## config.mk

```make
export PLATFORM = sky130hd
export DESIGN_NAME = urv_lsu
export DESIGN_NICKNAME = d
export VERILOG_FILES = /design/src/rtl/urv_lsu.sv
export SDC_FILE = /design/constraint.sdc
export NUM_CORES = 1
export LEC_CHECK = 0
export ABC_AREA = 1
export BUFFER_PORTS_ARGS = -buffer_cell sky130_fd_sc_hd__clkbuf_2
export CAP_MARGIN = 20
export CELL_PAD_IN_SITES_DETAIL_PLACEMENT = 0
export CELL_PAD_IN_SITES_GLOBAL_PLACEMENT = 1
export CORE_ASPECT_RATIO = 1.75
export CORE_MARGIN = 4
export CORE_UTILIZATION = 31
export CTS_CLUSTER_DIAMETER = 30
export DETAILED_ROUTE_END_ITERATION = 16
export PLACE_DENSITY = 0.81
export SETUP_SLACK_MARGIN = 0.5
export SYNTH_ARGS = -nofsm -noshare
export SYNTH_HDL_FRONTEND = slang
export SYNTH_SLANG_ARGS = --single-unit
```

## constraint.sdc

```tcl
create_clock -name clk_i -period 1.6 [get_ports clk_i]
set_clock_uncertainty 0.1 [all_clocks]
set_input_delay 0.32 -clock clk_i [delete_from_list [all_inputs] [get_ports clk_i]]
set_output_delay 0.32 -clock clk_i [all_outputs]
set_load 0.01 [all_outputs]
```

## src/rtl/urv_lsu.sv

```systemverilog
// urv_lsu: registered load/store bus master for the uRV execute stage.
// Steers byte lanes, flags misalignment, aligns and extends load data.
module urv_lsu #(
   parameter int XLEN    = 32,
   parameter int AW      = 32,
   parameter int TIMEOUT = 0
) (
   input  logic              clk_i,
   input  logic              rst_i,
   input  logic              x_stall_i,
   input  logic              x_kill_i,
   input  logic              d_valid_i,
   input  logic              d_is_load_i,
   input  logic              d_is_store_i,
   input  logic [2:0]        d_fun_i,
   input  logic [4:0]        d_rd_i,
   input  logic [AW-1:0]     x_addr_i,
   input  logic [XLEN-1:0]   x_store_data_i,
   output logic              x_stall_req_o,
   output logic              x_misaligned_load_o,
   output logic              x_misaligned_store_o,
   output logic              x_bus_error_o,
   output logic [AW-1:0]     dm_addr_o,
   output logic [XLEN-1:0]   dm_data_s_o,
   output logic [XLEN/8-1:0] dm_data_select_o,
   output logic              dm_load_o,
   output logic              dm_store_o,
   input  logic              dm_ready_i,
   input  logic [XLEN-1:0]   dm_data_l_i,
   output logic              w_valid_o,
   output logic              w_rd_write_o,
   output logic [4:0]        w_rd_o,
   output logic [XLEN-1:0]   w_load_value_o
);

   localparam int NB = XLEN / 8;
   localparam int OB = $clog2(NB);
   localparam int CW = (TIMEOUT > 1) ? $clog2(TIMEOUT) : 1;
   localparam logic [CW-1:0] TO_LAST =
      CW'((TIMEOUT > 0) ? TIMEOUT - 1 : 0);

   typedef enum logic {
      IDLE,
      REQ
   } state_t;

   state_t          state_q, state_d;
   logic [CW-1:0]   cnt_q, cnt_d;
   logic [AW-1:0]   addr_q, addr_d;
   logic [XLEN-1:0] sdata_q, sdata_d;
   logic [NB-1:0]   sel_q, sel_d;
   logic            ld_q, ld_d;
   logic            st_q, st_d;
   logic [4:0]      rd_q, rd_d;
   logic [2:0]      fun_q, fun_d;
   logic            killed_q, killed_d;
   logic            wv_q, wv_d;
   logic            wwr_q, wwr_d;
   logic [4:0]      wrd_q, wrd_d;
   logic [XLEN-1:0] wval_q, wval_d;
   logic            berr_q, berr_d;

   logic            sz_b, sz_h, sz_w, sz_d;
   logic            legal, misal, present, accept, tmo;
   logic [7:0]      lmask;
   logic [NB-1:0]   sel_new;
   logic [XLEN-1:0] sdata;
   logic [XLEN-1:0] lsh, lval;
   logic            lmsb;
   int              lnb;

   assign sz_b = d_fun_i[1:0] == 2'b00;
   assign sz_h = d_fun_i[1:0] == 2'b01;
   assign sz_w = d_fun_i[1:0] == 2'b10;
   assign sz_d = d_fun_i[1:0] == 2'b11;

   // D and WU only exist on RV64; funct3 111 never exists.
   always_comb begin
      legal = 1'b1;
      if (d_fun_i == 3'b111)
         legal = 1'b0;
      if (XLEN != 64 && (d_fun_i == 3'b011 || d_fun_i == 3'b110))
         legal = 1'b0;
   end

   always_comb begin
      misal = 1'b0;
      lmask = 8'h01;
      unique case (1'b1)
         sz_b: begin
            misal = 1'b0;
            lmask = 8'h01;
         end
         sz_h: begin
            misal = x_addr_i[0];
            lmask = 8'h03;
         end
         sz_w: begin
            misal = |x_addr_i[1:0];
            lmask = 8'h0f;
         end
         sz_d: begin
            misal = |x_addr_i[2:0];
            lmask = 8'hff;
         end
         default: begin
            misal = 1'b0;
            lmask = 8'h01;
         end
      endcase
   end

   assign present = d_valid_i & (d_is_load_i | d_is_store_i)
                  & !x_kill_i & !x_stall_i & (state_q == IDLE);
   assign accept  = present & legal & !misal;

   assign x_misaligned_load_o  = present & misal & legal & d_is_load_i;
   assign x_misaligned_store_o = present & misal & legal & !d_is_load_i;

   assign sel_new = d_is_load_i ? '0
                  : NB'(lmask) << x_addr_i[OB-1:0];

   // Replicate the low size bytes across every lane.
   always_comb begin
      sdata = '0;
      for (int i = 0; i < NB; i++) begin
         unique case (1'b1)
            sz_b: sdata[8*i +: 8] = x_store_data_i[7:0];
            sz_h: sdata[8*i +: 8] = x_store_data_i[8*(i%2) +: 8];
            sz_w: sdata[8*i +: 8] = x_store_data_i[8*(i%4) +: 8];
            sz_d: sdata[8*i +: 8] = x_store_data_i[8*(i%8) +: 8];
            default: sdata[8*i +: 8] = x_store_data_i[7:0];
         endcase
      end
   end

   always_comb begin
      lsh  = dm_data_l_i >> {addr_q[OB-1:0], 3'b000};
      lval = lsh;
      lnb  = NB;
      lmsb = lsh[XLEN-1];
      unique case (fun_q[1:0])
         2'b00: begin
            lnb  = 1;
            lmsb = lsh[7];
         end
         2'b01: begin
            lnb  = 2;
            lmsb = lsh[15];
         end
         2'b10: begin
            lnb  = 4;
            lmsb = lsh[31];
         end
         default: begin
            lnb  = NB;
            lmsb = lsh[XLEN-1];
         end
      endcase
      for (int i = 0; i < NB; i++) begin
         if (i >= lnb)
            lval[8*i +: 8] = {8{lmsb & !fun_q[2]}};
      end
   end

   assign tmo = (TIMEOUT > 0) && (state_q == REQ)
              && !dm_ready_i && (cnt_q == TO_LAST);

   assign x_stall_req_o = (state_q == REQ) & !dm_ready_i & !tmo;

   always_comb begin
      state_d  = state_q;
      cnt_d    = cnt_q;
      addr_d   = addr_q;
      sdata_d  = sdata_q;
      sel_d    = sel_q;
      ld_d     = ld_q;
      st_d     = st_q;
      rd_d     = rd_q;
      fun_d    = fun_q;
      killed_d = killed_q;
      wv_d     = 1'b0;
      wwr_d    = 1'b0;
      wrd_d    = wrd_q;
      wval_d   = wval_q;
      berr_d   = 1'b0;
      unique case (state_q)
         IDLE: begin
            if (accept) begin
               state_d  = REQ;
               cnt_d    = '0;
               addr_d   = x_addr_i;
               sdata_d  = sdata;
               sel_d    = sel_new;
               ld_d     = d_is_load_i;
               st_d     = !d_is_load_i;
               rd_d     = d_rd_i;
               fun_d    = d_fun_i;
               killed_d = 1'b0;
            end
         end
         REQ: begin
            // A kill cannot abort the bus cycle; it only suppresses rd write.
            if (x_kill_i)
               killed_d = 1'b1;
            if (dm_ready_i) begin
               state_d = IDLE;
               ld_d    = 1'b0;
               st_d    = 1'b0;
               wv_d    = 1'b1;
               wwr_d   = ld_q & !(killed_q | x_kill_i);
               wrd_d   = rd_q;
               if (ld_q)
                  wval_d = lval;
            end else if (tmo) begin
               state_d = IDLE;
               ld_d    = 1'b0;
               st_d    = 1'b0;
               berr_d  = 1'b1;
            end else begin
               cnt_d = cnt_q + 1'b1;
            end
         end
         default: state_d = IDLE;
      endcase
   end

   always_ff @(posedge clk_i or negedge rst_i) begin
      if (!rst_i) begin
         state_q  <= IDLE;
         cnt_q    <= '0;
         addr_q   <= '0;
         sdata_q  <= '0;
         sel_q    <= '0;
         ld_q     <= 1'b0;
         st_q     <= 1'b0;
         rd_q     <= '0;
         fun_q    <= '0;
         killed_q <= 1'b0;
         wv_q     <= 1'b0;
         wwr_q    <= 1'b0;
         wrd_q    <= '0;
         wval_q   <= '0;
         berr_q   <= 1'b0;
      end else begin
         state_q  <= state_d;
         cnt_q    <= cnt_d;
         addr_q   <= addr_d;
         sdata_q  <= sdata_d;
         sel_q    <= sel_d;
         ld_q     <= ld_d;
         st_q     <= st_d;
         rd_q     <= rd_d;
         fun_q    <= fun_d;
         killed_q <= killed_d;
         wv_q     <= wv_d;
         wwr_q    <= wwr_d;
         wrd_q    <= wrd_d;
         wval_q   <= wval_d;
         berr_q   <= berr_d;
      end
   end

   assign dm_addr_o        = addr_q;
   assign dm_data_s_o      = sdata_q;
   assign dm_data_select_o = sel_q;
   assign dm_load_o        = ld_q;
   assign dm_store_o       = st_q;
   assign w_valid_o        = wv_q;
   assign w_rd_write_o     = wwr_q;
   assign w_rd_o           = wrd_q;
   assign w_load_value_o   = wval_q;
   assign x_bus_error_o    = berr_q;

endmodule

```

==> results of run 1 <==
[sequential cells by signal (all words and copies together), names as in the netlist]
name / flops
rd_q: 5
w_load_value_o: 32
dm_data_s_o: 32
w_rd_write_o: 1
killed_q: 1
dm_store_o: 1
state_q: 1
w_rd_o: 5
w_valid_o: 1
dm_load_o: 1
dm_data_select_o: 4
fun_q: 3
dm_addr_o: 32
[cells by family after synthesis]
family / share of synthesized area, %
fa+ha+maj: 0.427
compound gates: 9.58
buf+inv: 8.60
simple gates: 30.5
other cells: 0.0640
flops: 50.8
[through the flow]
step	hold WS [ns]	setup TNS [ns]	total power [mW]	std cells	setup slack, ns
CTS	0.000599	-13.42	13.2	1394	-0.312
floorplan	-0.0756	0	6.41	770	0.0270
finish	0.0116	-24.54	14.2	1439	-0.334
detailed placement	0.160	-8.69	8.22	1248	-0.147
global placement	0.161	-7.25	8.18	1248	-0.141
global route	0.00810	-33.64	14.9	1439	-0.398
[per-layer routing]
metal	part of all wire [%]	GRT usage, %
met5	0	0
met1	34	22.6
met3	5.2	5.28
met2	55	42.3
met4	5.5	11.9
[repair_timing]
| action | in CTS | in global routing |
|---|---|---|
| pin swaps | 42 | 33 |
| cloned | 22 | 0 |
| resized for setup | 174 | 260 |
| endpoints found under the setup margin | 230 | 231 |
| hold buffers | 22 | 0 |
| buffers inserted | 70 | 45 |
| endpoints found under the hold margin | 38 | 0 |
[worst max-delay path: cells and delay by family (launching register included)]
| family | cells | cell delay [ns] |
|---|---|---|
| buf+inv | 8 | 0.92 |
| simple gates | 5 | 0.41 |
| flops | 1 | 0.38 |
[where the power goes]
group	leakage [nW]	switching (mW)	internal (mW)
sequential	1.54	0.519	3.80
clock	0.292	1.43	2.44
combinational	4.31	2.93	3.06
total	6.14	4.87	9.30
[layout make-up]
class	count	area (µm²)
clock buffer	23	488
clock inverter	9	97.6
fill	1547	7260
inverter	72	295
multi-input combinational	542	3330
sequential	119	2980
tap	238	298
timing repair buffer	434	3810
timing repair inverter	2	23.8
[placed cells by master (no fill, tap or decap), drive strengths merged, types with 6 or more instances in the layout]
| master | synthesis | final |
|---|---|---|
| nand2 | 339 | 340 |
| clkinv | 0 | 6 |
| a31oi | 7 | 7 |
| dfrtp | 119 | 119 |
| dlygate4sd3 | 0 | 22 |
| nor2 | 29 | 29 |
| inv | 72 | 74 |
| o21ai | 31 | 31 |
| a21oi | 59 | 59 |
| buf | 30 | 287 |
| clkbuf | 8 | 148 |
| o211ai | 7 | 7 |
| nand3 | 32 | 32 |
| or2 | 32 | 32 |
[how the worst max path moves through the flow]
stage | endpoint | slack, ns | start | depth (start not counted)
after global routing | x_misaligned_load_o | -0.40 | state_q | 6
after floorplan | w_load_value_o[0] | 0.03 | fun_q[0] | 11
final | dm_data_s_o[5] | -0.33 | state_q | 13
after detailed placement | x_misaligned_load_o | -0.15 | x_kill_i | 7
after CTS | x_misaligned_load_o | -0.31 | state_q | 6
after global placement | x_misaligned_load_o | -0.14 | x_kill_i | 7
==> impl.org, run 1 <==
** STA
- Setup slack on the critical path of the routed design comes to -0.334 ns.
- The routed design could run at a clock period as short as roughly 1.9 ns.
- The hold violation total from the final report came to 0.
- RSZ-0062 raised after global routing :: yes
- Final cycle utilization of the critical path :: 121%
- Maximum frequency from static timing analysis :: 517 MHz
- Final slew viol count :: 0
- Setup violations remaining at the end of the flow were counted as ~120.

** Detailed routing
- Starting DRT DRC Count :: approximately 270
- For this run, design rule violations remaining after detail routing come to 0.
- Dividing the detail-routed via count by the number of cells gives around 4.7.
- Via Count :: ~6800
- Routed len/inst :: 17.3 µm
- Total iterations of the first detailed-routing run :: 5
- Number of nets with antenna violations after routing :: 0
- Wire length after detailed routing :: between 20000 and 25000 µm

** Clock tree
- H-tree Lvls :: 4
- CTS tree :: yes
- Sink count of the clock tree :: 119
- Number of buffers on the longest clock path :: 2
- Clock tree synthesis inserted a total of 17 buffers.
- Clock-pin slew reported for the worst setup and hold paths after clock tree synthesis :: 0.06 ns
- The tree is rooted in a sky130_fd_sc_hd__clkbuf_16.
- Later-pin clock latency in the skew report :: around 0.42 ns

** Floorplanning
- Row Count :: 66
- Once the floorplan was initialized, standard cells occupied a little under a third of the core.
- In this run the vertical extent of the chip is between 150 and 200 µm.
- The region available for standard cell placement spans 0.0186 mm².
- Pin placement for this block handled ~230 I/O pins.
- The die is between 100 and 150 µm wide.
- The floorplan step defined a die boundary enclosing between 0.02 and 0.025 mm².

** Placement
- The congestion estimate from routability-driven global placement came to ~0.86.
- Number of buffers inserted by port buffering :: about 220
- Detailed placement finished with a half-perimeter wire length of ~15000 µm.
- In this run the cell area measured after placement is 0.00775 mm².

** Synth
- Yosys mapped a number of flops with a built-in enable equal to 0.
- Yosys instantiated no cell more often than sky130_fd_sc_hd__nand2_1.
- Number of register bits inferred by synthesis :: approximately 120
- Post-Syn Instances :: between 700 and 800
- Sorting the synthesized cells by area gives the leading types as sky130_fd_sc_hd__dfrtp_1 51%, sky130_fd_sc_hd__nand2_1 22%, sky130_fd_sc_hd__a21oi_1 5.0%.
- Synth Area per Inst :: between 7 and 8 µm²
- Count of yosys warnings during synthesis :: 0
- sky130_fd_sc_hd__dfrtp_1 takes more of the synthesized area than any other cell.
- Fraction of post-synthesis cell area in the top cell type by area :: about 51%
- The number of nets handed over by synthesis was 884.
- The synthesized netlist occupies a cell area of ~0.006 mm².
- Most instantiated flip-flop cell in the synthesis netlist :: sky130_fd_sc_hd__dfrtp_1
- In the synthesized netlist the async set-or-reset flop fraction comes to 100%.
- Synth top cells by count :: 338 x sky130_fd_sc_hd__nand2_1, 119 x sky130_fd_sc_hd__dfrtp_1, 68 x sky130_fd_sc_hd__inv_1
- Sequential fraction of the synthesis area :: between 50% and 60%
- Synth cell types :: 26

** Cells and area
- Area growth syn-to-layout :: 93.1%
- In the final layout, the share of cells above drive strength 1 is 57.6%.
- Summing all non-filler instances in the final layout gives an area of ~0.011 mm².
- After the last flow step, the layout net total stands at roughly 1300.
- Once layout is complete, the utilization of the core stands at between 60% and 70%.
- ANT cells :: 0

** Global routing
- GR Util All Layers :: around 22%
- The first global-routing pass estimated around 37000 µm of wire.
- Summed over all layers, the global routing overflow is 0.
- Antenna violations before repair :: 0
- Maximum number of pins on one net before global-route repair :: 42
- The number of global-route vias before repair came to 6861.

** Critical path
- STA classifies the critical path startpoint as a flop.
- On the worst path, the slowest cell contributes a delay of about 0.38 ns.
- Critical path peak fanout :: 8
- The worst setup path is captured at a flop.
- Dominant cell type by count on the critical path :: sky130_fd_sc_hd__buf_6
- Reg2Reg Capture Point :: dm_data_s_o[5]
- Across all register-to-register paths, the minimum setup slack is -0.33 ns.
- Worst reg2reg path depth :: 13
- For the worst setup path, the data required time is 1.82 ns.
- In this run the critical register-to-register path is launched from state_q.
- Crit path max-delay cell type :: sky130_fd_sc_hd__dfrtp_1
- Arrival time at the worst endpoint :: 2.15 ns
- Kind of critical path :: reg -> reg
- Critical path, cell by cell :: inv_2 -> nand2_4 -> nor3_4 -> buf_4 -> buf_6 -> buf_6 -> buf_6 -> buf_6 -> nand2_8 -> buf_12 -> buf_16 -> nand2_4 -> nand2_2

** Run status
- The checks that failed: negative setup slack.
- Run status :: finished, violations left

** Pwr
- IR analysis of the VDD net gives a maximum drop of roughly 0.73 mV.
- Summed over all cells, the static leakage comes to 6.14 nW.
- In this run the power density over the cells is about 1300 mW/mm².

** Worst hold path
- Cell depth of the worst hold path :: 3
- The startpoint identified for the worst hold timing path is x_addr_i[11].
- For hold timing, the worst endpoint is dm_addr_o[11].
- Class of the tightest hold or removal check :: in -> reg

** Job
- Max-cap violations in this run came to 0.
Note: power is estimated with default switching activity, not from simulation.
==> inputs of run 2 (changes only) <==
- PLACE_DENSITY: 0.81 -> not set
- PLACE_DENSITY_LB_ADDON: not set -> 0.25
==> run 2 against run 1 <==
The run still ends with negative setup slack left. Via count shrank 5.2%. Critical path type is now reg -> out. Design area down 4.1%. Combinational power fell by 5.7%. Total power down 2.6%.
==> impl.org, run 2 (synthesis results as in run 1) <==
** Run status
- Run status :: finished, violations left
- The checks that failed: negative setup slack.

** Critical path
- The worst setup path is captured at a primary output.
- The critical path in this run is classified as reg -> out.
- The worst path required time came to 1.18 ns (-0.64 ns).
- Reg2reg start :: state_q
- Reg2Reg Capture Point :: dm_addr_o[16]
- The worst reg-to-reg path cell count came to 12 (-1).
- STA classifies the critical path startpoint as a flop.
- The register-to-register setup slack is -0.23 ns (+0.10 ns).
- Arrival time at the worst endpoint :: 1.45 ns (-0.70 ns)
- Critical path peak fanout :: 2 (-6)

** STA
- Final number of setup-violating endpoints :: 113 (-2.6%)
- Worst Slack Setup Final :: -0.273 ns (+0.0612 ns)
- Time the worst path needs with I/O delays and setup :: 1.87 ns (-0.0612 ns)
- Aggregate negative setup slack :: -15.91 ns (+8.63 ns)
- Maximum frequency from static timing analysis :: 534 MHz (+3.3%)
- The count of pins over their slew limit came to 0 (unchanged).
- Setup repair after global routing could not meet its margin everywhere.
- The portion of the clock cycle consumed by the worst path in the final layout is 117% (-3.8 points).
- Final-report hold violation count :: 0 (unchanged)

** Detailed routing
- Total iterations of the first detailed-routing run :: 7 (+2)
- The total vias in the final route is 6430 (-5.2%).
- The detailed-route vias per instance came to 4.59 (-2.7%).
- Residual DRC :: 0 (unchanged)
- The first-iteration detailed-routing DRC count is 202 (-26%).
- The total wire length came to 23400 µm (-5.9%).
- The number of nets still failing antenna checks after routing was 0 (unchanged).
- The wire length per cell after detailed routing is 16.7 µm (-3.4%).

** Pwr
- LEAKAGE :: 5.97 nW (-2.8%)
- The fraction of power consumed by combinational cells is 41.0% (-1.3 points).
- The share of power burned in the clock network was 27.7% (+0.4 points).
- Switching power summed over all nets :: 4.69 mW (-3.8%)
- The switching power share of the total was 34.0% (-0.44 points).
- Maximum ir drop on the vdd rail :: 0.591 mV (-19%)
- The internal power component was 9.12 mW (-2.0%).
- The power density of the placed cells was 1270 mW/mm² (+1.5%).
- The total power was 13.8 mW (-2.6%).
- Part of the power in registers :: 31.3% (+0.8 points)

** Cells and area
- Area growth syn-to-layout :: 85.2%
- Share of cells above drive strength 1 :: 56.7% (-0.92 points)
- The filler-free cell count of the finished design was 1402 (-2.6%).
- ANT cells :: 0 (unchanged)
- Highest-count cells in the layout ignoring fill and taps :: 205 x sky130_fd_sc_hd__nand2_1, 119 x sky130_fd_sc_hd__dfrtp_1, 110 x sky130_fd_sc_hd__clkbuf_2
- The net count reported at finish was 1267 (-2.7%).
- The library cell used most frequently in the layout, excluding fill and tap cells, is sky130_fd_sc_hd__nand2_1.
- Fillcell total :: 1687 (+9.0%)

** Placement
- Number of buffers inserted by port buffering :: 223 (unchanged)
- Worst setup timing slack at the placement stage :: -0.168 ns (-0.0205 ns)
- Global placer's final weighted congestion :: 0.823 (-4.1%)
- Final HPWL DP :: 15300 µm (about the same)
- Cell count after placement :: 1248 (unchanged)

** Clock tree
- The total clock buffers created by CTS came to 17 (unchanged).
- The maximum clock insertion buffer count was 2 (unchanged).
- Clock-pin slew reported for the worst setup and hold paths after clock tree synthesis :: 0.06 ns (about the same)
- The number of clock sinks seen by CTS came to 119 (unchanged).
- The H-tree depth came to 4 (unchanged).
- The clock latency on the worst-skew pair came to 0.42 ns (about the same).
- Clk root buf :: sky130_fd_sc_hd__clkbuf_16
- TritonCTS built the clock tree.

** Floorplanning
- Count of pins on the block boundary :: 225 (unchanged)
- Core Area :: 0.0186 mm² (unchanged)
- Die W :: 112 µm (unchanged)
- Die ar. :: 0.0213 mm² (unchanged)
- The die boundary height is 190 µm (unchanged).
- The effective utilization at floorplan came to 31.5% (unchanged).
- The number of rows in the core area came to 66 (unchanged).

** Job
- The number of max-cap violations came to 0 (unchanged).

** Worst hold path
- In this run the worst hold path is classified as in -> reg.
- In this run the most critical hold path is launched from x_addr_i[19].
- The worst hold path terminates at dm_addr_o[19].
- Cell depth of the worst hold path :: 3 (unchanged)

** Global routing
- The total global routing track utilization came to 21.2% (-1.3 points).
- First-pass GRT wire length :: 35100 µm (-4.4%)
- Antenna violations before repair :: 0 (unchanged)
- Maximum number of pins on one net before global-route repair :: 62 (+48%)
- Vias in the first global route :: 6630 (-3.4%)
- Overflow left after global routing :: 0 (unchanged)
run 2: worst max path at each step:
stage | slack [ns] | startpoint | end | depth (start not counted)
floorplan | 0.03 | fun_q[0] | w_load_value_o[0] | 11
global placement | -0.16 | x_kill_i | x_misaligned_load_o | 7
detailed placement | -0.17 | fun_q[0] | w_load_value_o[22] | 8
CTS | -0.37 | state_q | x_misaligned_load_o | 6
global route | -0.34 | state_q | x_misaligned_load_o | 6
finish | -0.27 | state_q | x_misaligned_load_o | 6
run 2: power groups by stage:
stage / sequential [mW] / combinational (mW) / clock [mW]
CTS: 4.27 / 4.87 / 3.92
global route: 4.42 / 6.12 / 4.03
detailed placement: 4.29 / 3.94 / 0
floorplan: 4.57 / 1.84 / 0
finish: 4.32 / 5.65 / 3.83
global placement: 4.28 / 3.92 / 0
run 2: worst max-delay path, cell delays in order, from the launching register on:
cell	delay [ns]
sky130_fd_sc_hd__dfrtp_1	0.39
sky130_fd_sc_hd__inv_2	0.07
sky130_fd_sc_hd__nand2_2	0.06
sky130_fd_sc_hd__nor3_4	0.14
sky130_fd_sc_hd__nand3_2	0.14
sky130_fd_sc_hd__nor2_2	0.11
sky130_fd_sc_hd__buf_2	0.13
run 2: routing by layer:
layer,vias up,routed length [µm],GRT usage [%],share of wire [%]
met5,-,0,0,0
li1,3172,-,-,-
met2,216,13300,40.9,57
met4,0,805,8.28,3.4
met1,2997,8040,21.7,34
met3,45,1190,4.68,5.1
run 2: final cells by class:
type / count / area (µm²) / area share (%)
timing repair buffer: 399 / 3390 / 31.2
multi-input combinational: 542 / 3290 / 30.3
sequential: 119 / 2980 / 27.4
clock buffer: 21 / 450 / 4.15
inverter: 72 / 300 / 2.77
tap: 238 / 298 / 2.74
clock inverter: 9 / 126 / 1.16
timing repair inverter: 2 / 27.5 / 0.254
run 2: metrics by stage:
step           hold WS, ns  util [%]  instance area [µm²]
3_3_place_gp         0.217      41.4                 7700
6_report            0.0163      58.4                10900
2_1_floorplan      -0.0756         -                 6060
3_5_place_dp         0.219      41.4                 7700
5_1_grt             0.0140      58.4                10900
4_1_cts           0.000700      53.4                 9930
run 2: what timing repair did:
item,4_1_cts,5_1_grt
hold buffers,19,0
setup endpoints to repair,230,230
pin swaps,46,28
gates resized for setup,181,254
setup buffers,48,37
hold endpoints to repair,137,0
gates cloned,18,2
==> inputs of run 3 (changes only) <==
- CELL_PAD_IN_SITES_DETAIL_PLACEMENT: 0 -> not set
- CELL_PAD_IN_SITES_GLOBAL_PLACEMENT: 1 -> not set
- CORE_UTILIZATION: 31 -> 34
==> run 3 against run 2 <==
The flow still finishes with violations (negative setup slack). First-iteration DRC count grew 4.5%. Design area grew 5.7%. Worst setup slack lost 0.050 ns. Sequential share of layout area shrank 1.5 points. Largest power group unchanged.
==> impl.org, run 3 (synthesis results as in run 1) <==
** Placement
- The final weighted congestion of routability-driven global placement is 0.855 (+4.0%).
- The half-perimeter wire length after placement was 14400 µm (-5.8%).
- Worst setup timing slack at the placement stage :: -0.149 ns (+0.0188 ns)
- Number of buffers inserted by port buffering :: 223 (unchanged)

** Pwr
- The total power came to 14.6 mW (+5.8%).
- The leakage power total came to 6.11 nW (+2.4%).
- Cell-internal power :: 9.51 mW (+4.3%)
- Cell Pwr Density :: 1270 mW/mm² (about the same)
- The share of power burned in the clock network is 27.0% (-0.7 points).
- Part of the power in registers :: 29.9% (-1.4 points)
- Maximum ir drop on the vdd rail :: 0.723 mV (+22%)
- Fraction of power spent switching nets :: 34.9% (+0.94 points)
- Switching power summed over all nets :: 5.10 mW (+8.7%)
- Combinational share of power :: 43.1% (+2.1 points)

** Detailed routing
- The number of design rule violations left after detail routing is 0 (unchanged).
- The total vias in the final route is 6871 (+6.9%).
- The number of detailed-routing iterations run before antenna repair was 4 (-3).
- The total wire length is 24800 µm (+6.1%).
- The wire length per cell after detailed routing was 17.5 µm (+4.8%).
- The first-iteration detailed-routing DRC count was 211 (+4.5%).
- The number of nets still failing antenna checks after routing came to 0 (unchanged).
- Mean number of vias per cell :: 4.84 (+5.5%)

** Critical path
- Data required time of the critical path :: 1.79 ns (+0.61 ns)
- Type of destination of the critical path :: flop
- The data arrival at the endpoint of the critical path was 2.11 ns (+0.66 ns).
- The worst setup path is of the reg -> reg kind.
- Crit start category :: flop
- Critical path peak fanout :: 7 (+5)

** Floorplanning
- The die boundary height was 182 µm (-4.3%).
- The effective utilization at floorplan came to 34.6% (+3.0 points).
- The die boundary width came to 107 µm (-4.2%).
- The number of I/O pins was 225 (unchanged).
- The number of rows in the core area is 63 (-4.5%).
- The area of the placeable core came to 0.0169 mm² (-8.8%).
- Die ar. :: 0.0195 mm² (-8.3%)

** Global routing
- Overflow left after global routing :: 0 (unchanged)
- The largest net degree at the start of global routing is 42 (-32%).
- Vias in the first global route :: 6730 (+1.5%)
- The total global routing track utilization came to 23.4% (+2.2 points).
- Antenna violations before repair :: 1 (+1)
- First-pass GRT wire length :: 35200 µm (about the same)

** Clock tree
- TritonCTS built the clock tree.
- The total clock buffers created by CTS is 17 (unchanged).
- H-tree Lvls :: 4 (unchanged)
- Clock-pin slew reported for the worst setup and hold paths after clock tree synthesis :: 0.06 ns (about the same)
- The maximum clock insertion buffer count is 2 (unchanged).
- Sink count of the clock tree :: 119 (unchanged)
- Later-pin clock latency in the skew report :: 0.41 ns (about the same)
- Clock tree synthesis selected as its root buffer the cell sky130_fd_sc_hd__clkbuf_16.

** Cells and area
- The area occupied by multi-input gates is 0.00355 mm² (+7.9%).
- Fillcell total :: 1282 (-24%)
- Highest-count cells in the layout ignoring fill and taps :: 206 x sky130_fd_sc_hd__nand2_1, 148 x sky130_fd_sc_hd__clkbuf_2, 125 x sky130_fd_sc_hd__buf_4
- Area growth syn-to-layout :: 95.8%
- Leading cell type in the layout, fill and taps excluded :: sky130_fd_sc_hd__nand2_1
- The layout cell share with drive strength beyond 1 came to 63.3% (+6.6 points).
- Combined flip-flop and latch cell area :: 0.00298 mm² (about the same)
- The net count reported at finish came to 1293 (+2.1%).

** STA
- The clock period minus final worst setup slack came to 1.92 ns (+0.0501 ns).
- The number of setup violations in the final report was 121 (+7.1%).
- Final cycle utilization of the critical path :: 120% (+3.1 points)
- Final-report hold violation count :: 0 (unchanged)
- Worst Slack Setup Final :: -0.323 ns (-0.0501 ns)
- RSZ-0062 raised after global routing :: yes
- The maximum clock frequency came to 520 MHz (-2.6%).
- Final slew viol count :: 0 (unchanged)

** Worst hold path
- Class of the tightest hold or removal check :: in -> reg

** Run status
- Violated checks :: negative setup slack
- The flow ran to the end, but the final reports show violations.

** Job
- The number of max-cap violations is 0 (unchanged).
run 3: changes by cell type in the layout (fill, tap and decap cells not counted), sizes merged, moves of 2 or more:
cell	previous run	this run
clkbuf	144	181
clkinv	6	9
buf	257	255
dlygate4sd3	19	7
run 3: through the flow:
step	cell area [µm²]	std cells	setup TNS [ns]	hold slack [ns]	util, %
4_1_cts	10100	1352	-21.35	0.000855	59.5
5_1_grt	11500	1420	-35.86	0.0108	67.7
6_report	11500	1420	-28.05	0.00767	67.7
3_5_place_dp	7670	1234	-6.53	0.133	45.3
3_3_place_gp	7670	1234	-4.98	0.134	45.3
2_1_floorplan	6060	770	0	-0.0756	-
run 3: final cells by class:
cell class              count  share of cell area [%]
repair buffers            424                    32.5
multi-input cells         542                    30.9
inverters                  72                    2.59
clock inverters            12                    1.33
diodes                      1                  0.0218
clock buffers              20                    3.89
flip-flops and latches    119                    26.0
well taps                 227                    2.47
repair inverters            3                   0.360
run 3: worst max-delay path, cell delays in order (launching register included):
cell and delay (ns):
sky130_fd_sc_hd__dfrtp_1 0.37, sky130_fd_sc_hd__buf_4 0.13, sky130_fd_sc_hd__buf_6 0.08, sky130_fd_sc_hd__buf_6 0.08, sky130_fd_sc_hd__buf_6 0.08, sky130_fd_sc_hd__buf_6 0.09, sky130_fd_sc_hd__nand2_4 0.06, sky130_fd_sc_hd__nor2_4 0.27
sky130_fd_sc_hd__buf_6 0.15, sky130_fd_sc_hd__buf_12 0.12, sky130_fd_sc_hd__inv_12 0.06, sky130_fd_sc_hd__a21oi_4 0.13, sky130_fd_sc_hd__a21oi_2 0.07
run 3: metal layers:
metal  track usage, %  wire length, µm  vias up
li1                 -                -     3222
met3             4.87             1330       79
met1             23.7             8260     3307
met2             43.1            13800      263
met4             13.4             1400        0
met5                0                0        -
run 3: power by group through the flow:
| stage | Clock (mW) | Combinational (mW) | Sequential [mW] |
|---|---|---|---|
| 3_5_place_dp | 0 | 3.87 | 4.29 |
| 2_1_floorplan | 0 | 1.84 | 4.57 |
| 5_1_grt | 4.11 | 6.77 | 4.44 |
| 3_3_place_gp | 0 | 3.82 | 4.28 |
| 4_1_cts | 3.96 | 4.97 | 4.30 |
| 6_report | 3.94 | 6.30 | 4.37 |
run 3: worst paths after layout:
check	slack [ns]	end	cells past startpoint	startpoint
min	0.008	dm_addr_o[29]	3	x_addr_i[29]
max	-0.32	w_load_value_o[16]	12	state_q
max reg2reg	-0.32	w_load_value_o[16]	12	state_q
min in group asynchronous	0.25	dm_data_s_o[15]	2	rst_i
min reg2reg	0.38	dm_addr_o[31]	2	dm_addr_o[31]
max in group asynchronous	0.61	fun_q[0]	3	rst_i
run 3: repair_timing:
| action | in CTS | in global routing |
|---|---|---|
| hold endpoints to repair | 22 | 0 |
| hold buffers | 7 | 0 |
| pin swaps | 37 | 43 |
| resized for setup | 251 | 260 |
| buffers inserted | 56 | 60 |
| setup endpoints to repair | 230 | 231 |
| gates cloned | 23 | 7 |
